$ cat config.mk
export PLATFORM = sky130hd
export DESIGN_NAME = v_logic_pipe
export DESIGN_NICKNAME = d
export VERILOG_FILES = /design/src/rtl/v_logic_pipe.sv
export SDC_FILE = /design/constraint.sdc
export NUM_CORES = 1
export LEC_CHECK = 0
export ABC_AREA = 1
export CORE_MARGIN = 10
export CORE_UTILIZATION = 62
export CTS_CLUSTER_DIAMETER = 200
export DETAILED_ROUTE_END_ITERATION = 10
export HOLD_SLACK_MARGIN = 0.12
export PLACE_DENSITY = 0.87
export SLEW_MARGIN = 20
export SYNTH_ARGS = -nofsm -noshare
export SYNTH_HDL_FRONTEND = slang
export SYNTH_SLANG_ARGS = --single-unit
$ cat constraint.sdc
create_clock -name clk -period 3.9 [get_ports clk]
set_input_delay 0.585 -clock clk [delete_from_list [all_inputs] [get_ports clk]]
set_output_delay 0.585 -clock clk [all_outputs]
set_load 0.005 [all_outputs]
$ cat src/rtl/v_logic_pipe.sv
// rtl/v_logic_pipe.sv - pipelined bitwise-logic unit with SEW-aware mask merge and global-stall handshake
module v_logic_pipe #(
  parameter int DATA_WIDTH  = 64,
  parameter int PIPE_STAGES = 6,
  parameter int OPSEL_WIDTH = 3,
  parameter int ID_WIDTH    = 4
) (
  input  logic                    clk,
  input  logic                    rst,
  input  logic [DATA_WIDTH-1:0]   in_vec0,
  input  logic [DATA_WIDTH-1:0]   in_vec1,
  input  logic [DATA_WIDTH-1:0]   in_old,
  input  logic [DATA_WIDTH/8-1:0] in_mask,
  input  logic [1:0]              in_sew,
  input  logic [OPSEL_WIDTH-1:0]  in_opSel,
  input  logic [ID_WIDTH-1:0]     in_id,
  input  logic                    in_valid,
  output logic                    in_ready,
  output logic [DATA_WIDTH-1:0]   out_vec,
  output logic [ID_WIDTH-1:0]     out_id,
  output logic                    out_valid,
  input  logic                    out_ready,
  output logic                    out_busy
);

  localparam int NBYTES = DATA_WIDTH / 8;

  logic [DATA_WIDTH-1:0] op_res;
  logic [DATA_WIDTH-1:0] merged;
  logic [NBYTES-1:0]     byte_en;
  logic                  advance;
  logic                  accept;

  logic [DATA_WIDTH-1:0] stg_vec   [PIPE_STAGES];
  logic [ID_WIDTH-1:0]   stg_id    [PIPE_STAGES];
  logic [PIPE_STAGES-1:0] stg_valid;

  assign out_valid = stg_valid[PIPE_STAGES-1];
  assign out_vec   = stg_vec[PIPE_STAGES-1];
  assign out_id    = stg_id[PIPE_STAGES-1];
  assign out_busy  = |stg_valid;
  assign advance   = !out_valid | out_ready;
  assign in_ready  = advance & rst;
  assign accept    = in_valid & in_ready;

  always_comb begin
    op_res = '0;
    unique case (in_opSel)
      3'b000: op_res = in_vec0 & in_vec1;
      3'b001: op_res = in_vec0 | in_vec1;
      3'b010: op_res = in_vec0 ^ in_vec1;
      3'b011: op_res = in_vec0 & ~in_vec1;
      3'b100: op_res = in_vec0 | ~in_vec1;
      3'b101: op_res = ~(in_vec0 & in_vec1);
      3'b110: op_res = ~(in_vec0 | in_vec1);
      3'b111: op_res = ~(in_vec0 ^ in_vec1);
      default: op_res = '0;
    endcase
  end

  // Every element is a whole number of bytes, so the mask is expanded to a
  // byte enable: byte g belongs to element g/(E/8). High mask bits beyond the
  // element count are never selected.
  for (genvar g = 0; g < NBYTES; g++) begin : g_byte
    assign byte_en[g] = (in_sew == 2'b00) ? in_mask[g]     :
                        (in_sew == 2'b01) ? in_mask[g / 2] :
                        (in_sew == 2'b10) ? in_mask[g / 4] :
                                            in_mask[g / 8];
    assign merged[g*8 +: 8] = byte_en[g] ? op_res[g*8 +: 8] : in_old[g*8 +: 8];
  end

  // Stage 1 captures the merged result; empty slots are forced to zero.
  always_ff @(posedge clk or negedge rst) begin
    if (!rst) begin
      stg_valid[0] <= 1'b0;
      stg_vec[0]   <= '0;
      stg_id[0]    <= '0;
    end else if (advance) begin
      stg_valid[0] <= accept;
      stg_vec[0]   <= accept ? merged : '0;
      stg_id[0]    <= accept ? in_id  : '0;
    end
  end

  for (genvar s = 1; s < PIPE_STAGES; s++) begin : g_stage
    always_ff @(posedge clk or negedge rst) begin
      if (!rst) begin
        stg_valid[s] <= 1'b0;
        stg_vec[s]   <= '0;
        stg_id[s]    <= '0;
      end else if (advance) begin
        stg_valid[s] <= stg_valid[s-1];
        stg_vec[s]   <= stg_vec[s-1];
        stg_id[s]    <= stg_id[s-1];
      end
    end
  end

endmodule
==> metrics.md, run 1 <==
| Metric | Value |
|---|---|
| Status | `completed` |
| R2R depth | `5` |
| Detailed-route via count | `roughly 22000` |
| Clk_lat worst skew | `between 0.5 and 0.6 ns` |
| Least-Margin Pin Slew | `1.112 ns` |
| Remaining routing DRC violations | `0` |
| Fmax | `around 380 MHz` |
| Clock transition at the registers of the reported paths | `about 0.070 ns` |
| Synth Register Bits | `a little over 400` |
| Starting Density | `about 63%` |
| Synth Warn # | `0` |
| CTS tree | `done` |
| Mapped Nets | `3863` |
| R2R Setup Slk | `between 1.5 and 2 ns` |
| Sequential cell area | `between 10000 and 15000 µm²` |
| Worst Clk Skew | `about 0.023 ns` |
| Critical path endpoint | `in_ready` |
| Row cnt | `between 70 and 80` |
| Routed Wire Length | `about 67 mm` |
| CORE AREA | `roughly 40000 µm²` |
| Sequential fraction of the synthesis area | `41.07%` |
| Post-DP HPWL | `about 46 mm` |
| Mean Syn Cell Area | `7.432 µm²` |
| MaxCap Viol Count | `0` |
| Full die area | `approximately 50000 µm²` |
| Min-delay worst type | `in -> async` |
| Setup crit end kind | `primary output` |
| Max-slew headroom | `25.47%` |
| Fin crit share | `67.98%` |
| Placed Cells incl. Taps | `3976` |
| Antenna Nets Post-Route | `0` |
| Setup CP Type | `reg -> out` |
| Resized cells post-CTS | `0` |
| RSZ-0062 raised after global routing | `false` |
| GP Congestion | `roughly 0.92` |
| Clock Tree Buf Depth | `3` |
| Cells after synthesis | `3394` |
| R2R Path Start | `out_valid` |
| Arr. time, crit path | `roughly 2.1 ns` |
| Post-layout util | `between 70% and 80%` |
| Crit path time final | `2.651 ns` |
| CTS Hold Bufs | `0` |
| Post-synthesis cell area | `~25000 µm²` |
| Area of the multi-input gates | `12080 µm²` |
| Finished layout cell area | `~29000 µm²` |
| Synth cell types | `28` |
| Nets | `around 4000` |
| P per Cell Area | `approximately 460 nW/µm²` |
| Static leakage | `about 16 nW` |
| Worst endpoint required time | `3.31 ns` |
| Worst Hold Slack | `about 0.17 ns` |
| Vias in the first global route | `21410` |
| Top Ports | `approximately 280` |
| Layout cells sized above 1 | `between 3 and 4%` |
| Finished Layout Cells | `4046` |
| CTS H-tree lvls | `2` |
| Die width | `221.7 µm` |
| CTS Buf Count | `36` |
| CTS sink count | `just over 400` |
| Synth-to-Final Area Change | `14.14%` |
| Die Height | `221.7 µm` |
| FF-to-FF End | `stg_id[12]` |
| Fin. Hold Viols | `0` |
| First-pass GRT wire length | `roughly 110 mm` |
| GR Util All Layers | `about a quarter` |
| Crit-path max FO | `7` |
| Largest net degree at the start of global routing | `235` |
| First DRT Iteration DRCs | `roughly 2600` |
| Initial antenna violation count | `11` |
| Max-slew violations | `0` |
| Area contributors post-synth | `dfrtp_1, nand2_1, ha_1, inv_1, nor2_1` |
| Wirelength per Cell | `~17 µm` |
| Port buffer count | `around 280` |
| DRT Pass-1 Iters | `6` |
| CP startpoint | `out_valid` |
| Yosys top cell area share | `41.07%` |
| Setup crit start kind | `flip-flop` |
| Final setup fails | `0` |
| Final WS setup | `about 1.2 ns` |
| Grt total ovfl | `0` |
| Vias per inst | `5.439` |
| Placed Area | `~28000 µm²` |
| CTS Root Cell | `clkbuf_16` |
| Synth area leader | `dfrtp_1` |
| Setup WS pre-CTS | `approximately 0.79 ns` |
| Setup Fix Bufs, Post-CTS | `0` |
| Overall power | `13.21 mW` |
| Peak supply drop | `0.0004089 V` |
| Setup_tns | `0 ns` |
| Layout fillers | `around 3000` |
==> power breakdown <==
group	leakage, nW	switching (mW)	internal, mW
logic	9.55	2.17	1.45
clock network	0.568	1.51	1.97
registers	5.58	0.651	5.46
==> worst min-delay path by stage <==
stage,slack [ns],from,depth (start not counted),to
2_1_floorplan,0.29,rst,0,out_id[0]
4_1_cts,0.23,rst,2,out_vec[44]
3_5_place_dp,0.45,stg_vec[358],2,stg_vec[294]
6_report,0.17,rst,2,out_vec[47]
3_3_place_gp,0.45,stg_vec[106],2,out_vec[42]
5_1_grt,0.25,rst,2,out_vec[48]
==> logic make-up (layout without fill, tap and decap cells) <==
family	count (synthesis)	count (layout)	synth area share [%]
other	0	9	0
AOI/OAI and AO/OA	290	290	5.754
DFF	414	414	41.07
adders and majority gates	256	256	12.70
and+or+nand+nor	1804	1804	29.43
buffers and inverters	630	748	11.05
==> cell usage in the layout (no fill, tap or decap), types with 4 or more instances in the layout <==
cell type / netlist / routed
nand2_2: 5 / 5
clkinv_2: 0 / 4
nor2_1: 301 / 301
diode_2: 0 / 9
o21ai_0: 223 / 223
clkbuf_16: 0 / 37
buf_4: 79 / 25
clkdlybuf4s50_1: 0 / 279
nor3_1: 13 / 13
inv_1: 373 / 372
a21oi_1: 47 / 47
ha_1: 256 / 256
dfrtp_1: 414 / 414
nand4_1: 142 / 142
clkbuf_1: 99 / 4
clkbuf_8: 0 / 8
nand3_1: 71 / 71
buf_12: 0 / 4
nand2_1: 1232 / 1232
o21ai_1: 20 / 20
nand3b_1: 31 / 31
==> synthesized netlist by cell type <==
library cell  number
inv_1            373
nor3_1            13
ha_1             256
buf_4             79
o21ai_1           20
nor4_1             1
dfrtp_1          414
inv_6              1
nor3_2             1
nand2_1         1232
inv_2              3
nand3_2            2
buf_2             59
nand3_1           71
nor2_4             2
nand3b_1          31
o21ai_0          223
nor2_1           301
nand4_1          142
nand2_2            5
a21oi_1           47
buf_1              9
nor2_2             1
clkbuf_1          99
buf_6              6
nand2_4            1
nor2_8             1
inv_4              1
==> routing by layer <==
metal  vias up  track usage [%]  share of wire [%]
met5         -                0              0.043
met4         4            8.266                2.4
li1      10630                -                  -
met1     10400            35.12                 42
met3       113            4.179                7.7
met2       862            43.38                 47
==> state kept, by name, indices dropped and copies added (netlist names) <==
| signal | count |
|---|---|
| stg_id | 20 |
| out_id | 4 |
| stg_valid | 5 |
| out_valid | 1 |
| out_vec | 64 |
| stg_vec | 320 |
==> worst max-delay path, stage by stage (launching register included) <==
cell and delay [ns]:
dfrtp_1 0.44, inv_1 0.14, nor2_4 0.09, nor2_1 0.18
clkdlybuf4s50_1 0.69
==> cell type report <==
cell class,instances,share of cell area (%)
sequential,414,35.98
clock inverter,12,0.3824
timing repair buffer,309,10.68
inverter,378,4.980
multi-input combinational,2350,41.96
tap,525,2.281
antenna,9,0.07822
clock buffer,49,3.650
(Power assumes the default switching activity.)
==> run 2: changes to the inputs <==
--- a/config.mk
+++ b/config.mk
@@ -7,11 +7,11 @@
 export LEC_CHECK = 0
 export ABC_AREA = 1
 export CORE_MARGIN = 10
-export CORE_UTILIZATION = 62
+export CORE_UTILIZATION = 52
 export CTS_CLUSTER_DIAMETER = 200
 export DETAILED_ROUTE_END_ITERATION = 10
 export HOLD_SLACK_MARGIN = 0.12
-export PLACE_DENSITY = 0.87
+export PLACE_DENSITY = 0.78
 export SLEW_MARGIN = 20
 export SYNTH_ARGS = -nofsm -noshare
 export SYNTH_HDL_FRONTEND = slang
==> constraint.sdc (replaced) <==
create_clock -name clk -period 2.4 [get_ports clk]
set_input_delay 0.36 -clock clk [delete_from_list [all_inputs] [get_ports clk]]
set_output_delay 0.36 -clock clk [all_outputs]
set_load 0.005 [all_outputs]
==> run 2 against run 1 <==
Core utilization decreased by 10 points. Power increased by 65%. Clock-buffer cell count increased by 10. Sequential share of layout area decreased by 0.90 points. Combinational power increased by 66%. Critical path depth increased by 1. Critical endpoint unchanged.
==> metrics.md, run 2 (same netlist as run 1, synthesis figures left out) <==
| Metric | Value |
|---|---|
| Crit path time final | `around 2.3 ns` |
| Logic pwr share | `between 20 and 30%` |
| CORE AREA | `between 40000 and 50000 µm²` |
| Met3 usage | `3.538%` |
| P_int | `roughly 15 mW` |
| Wirelength per Cell | `about 15 µm` |
| Worst Clk Skew | `approximately 0.022 ns` |
| Top Ports | `284` |
| Least-Margin Pin Slew | `roughly 0.82 ns` |
| Clock Tree Buf Depth | `3` |
| Synth-to-Final Area Change | `17.07%` |
| Slowest CP cell | `clkdlybuf4s50_1` |
| Die Height | `between 200 and 250 µm` |
| Worst endpoint required time | `between 2 and 2.5 ns` |
| Remaining routing DRC violations | `0` |
| Critical path's largest stage delay | `approximately 0.52 ns` |
| GR Util All Layers | `~22%` |
| Clock transition at the registers of the reported paths | `0.06 ns` |
| Port buffer count | `283` |
| Switching share of power | `31.87%` |
| Sequential power share | `between 40 and 50%` |
| Largest register by flop count | `stg_vec` |
| DRT Pass-1 Iters | `5` |
| Peak supply drop | `about 0.00050 V` |
| Placed Area | `~28000 µm²` |
| Fmax | `442.5 MHz` |
| Full die area | `between 50000 and 60000 µm²` |
| CTS H-tree lvls | `2` |
| Setup WS pre-CTS | `~0.16 ns` |
| Most common cell after layout, fill and taps aside | `nand2_1` |
| Crit path depth | `5` |
| Layout cells sized above 1 | `between 4 and 5%` |
| Setup crit start kind | `flip-flop` |
| Global routing's busiest layer | `met2` |
| Critical-path cell list | `inv_2, nor2_4, nor2_1, buf_4, clkdlybuf4s50_1` |
| Detailed-route via count | `between 20000 and 25000` |
| Vias per inst | `5.017` |
| Max-slew headroom | `45.67%` |
| Routed Wire Length | `roughly 63 mm` |
| Arr. time, crit path | `roughly 1.9 ns` |
| Nets | `about 4000` |
| Antenna Nets Post-Route | `0` |
| CTS Root Cell | `clkbuf_16` |
| Final setup fails | `0` |
| Worst Hold Slack | `between 0.3 and 0.4 ns` |
| Finished layout cell area | `29530 µm²` |
| First-pass GRT wire length | `102.8 mm` |
| Initial antenna violation count | `12` |
| P per Cell Area | `between 700 and 800 nW/µm²` |
| RSZ-0062 raised after global routing | `false` |
| Fin crit share | `94.16%` |
| Setup_tns | `0 ns` |
| Setup crit end kind | `primary output` |
| Grt met2 use | `about a third` |
| Static leakage | `16.02 nW` |
| CTS sink count | `around 410` |
| M1 GR Usage | `a little under a third` |
| First DRT Iteration DRCs | `roughly 1800` |
| R2R depth | `6` |
| Fin. Hold Viols | `0` |
| CTS tree | `done` |
| Post-DP HPWL | `~45 mm` |
| WP buf/inv | `3` |
| Largest net degree at the start of global routing | `~140` |
| Clk_lat worst skew | `about 0.53 ns` |
| CTS Buf Count | `39` |
| Setup Fix Bufs, Post-CTS | `0` |
| Max FFs per register | `320` |
| Vias in the first global route | `roughly 20000` |
| GP Congestion | `approximately 0.9` |
| MaxCap Viol Count | `0` |
| P_sw | `approximately 7.0 mW` |
| Status | `completed` |
| Max-slew violations | `0` |
| Die width | `roughly 240 µm` |
| Hold path depth | `3` |
| Row cnt | `80` |
| Crit-path max FO | `2` |
| Top delay family on crit path | `buffers and inverters` |
| Commonest cells after routing, fill and taps aside | `nand2_1, dfrtp_1, inv_1` |
| Setup CP Type | `reg -> out` |
| Min-delay worst type | `in -> reg` |
| Starting Density | `around 53%` |
| Grt total ovfl | `0` |
| Overall power | `21.83 mW` |
| Final WS setup | `between 0.1 and 0.15 ns` |
| Clock share of power | `27.3%` |
-- run 2: cell count changes in the layout (fill, tap and decap cells not counted), moves of 2 or more --
cell and delta:
clkbuf_1 +8, inv_6 -2, buf_12 +20, buf_4 +18
clkbuf_16 +4, clkinvlp_4 -2, clkbuf_8 -2
-- run 2: metrics by stage --
step | util [%] | instances
after floorplan | - | 3394
after global placement | 59.06 | 4104
after detailed placement | 59.06 | 4104
after CTS | 61.67 | 4173
after global routing | 61.72 | 4183
final | 61.72 | 4183
-- run 2: final timing paths --
path | endpoint | slack, ns | startpoint
min reg2reg | stg_vec[251] | 0.46 | stg_vec[315]
max reg2reg | stg_vec[363] | 0.71 | out_valid
max in group asynchronous | stg_vec[383] | 0.88 | rst
min in group asynchronous | stg_vec[65] | 0.52 | rst
min | stg_id[23] | 0.40 | in_id[3]
max | in_ready | 0.14 | out_valid
-- run 2: repair_timing --
action	4_1_cts	5_1_grt
hold buffers	2	0
setup endpoints to repair	0	1
resized for setup	0	1
hold endpoints to repair	161	0
-- run 2: power groups by stage --
stage	logic (mW)	registers [mW]	clock network, mW
2_1_floorplan	3.97	9.67	0
3_3_place_gp	5.92	9.92	0
3_5_place_dp	6.04	9.98	0
4_1_cts	6.10	9.87	6.10
5_1_grt	6.84	10.1	6.39
6_report	6.01	9.87	5.95
-- run 2: final cells by class --
cell class                 instances  area (µm²)
antenna                           10       25.02
clock buffer                      59        1154
clock inverter                     8       71.32
fill                            4201       18320
inverter                         378        1434
multi-input combinational       2350       12090
sequential                       414       10360
tap                              615       769.5
timing repair buffer             349        3626
-- run 2: tightest hold or removal path, stage by stage --
cell and delay, ns:
clkdlybuf4s50_1 0.40, nand2_1 0.06, o21ai_0 0.07
-- run 2: routing by layer --
layer / wire (µm) / vias up
met3: 3850 / 104
met1: 29610 / 9565
met4: 1644 / 4
met2: 28110 / 587
met5: 26 / -
li1: - / 10730
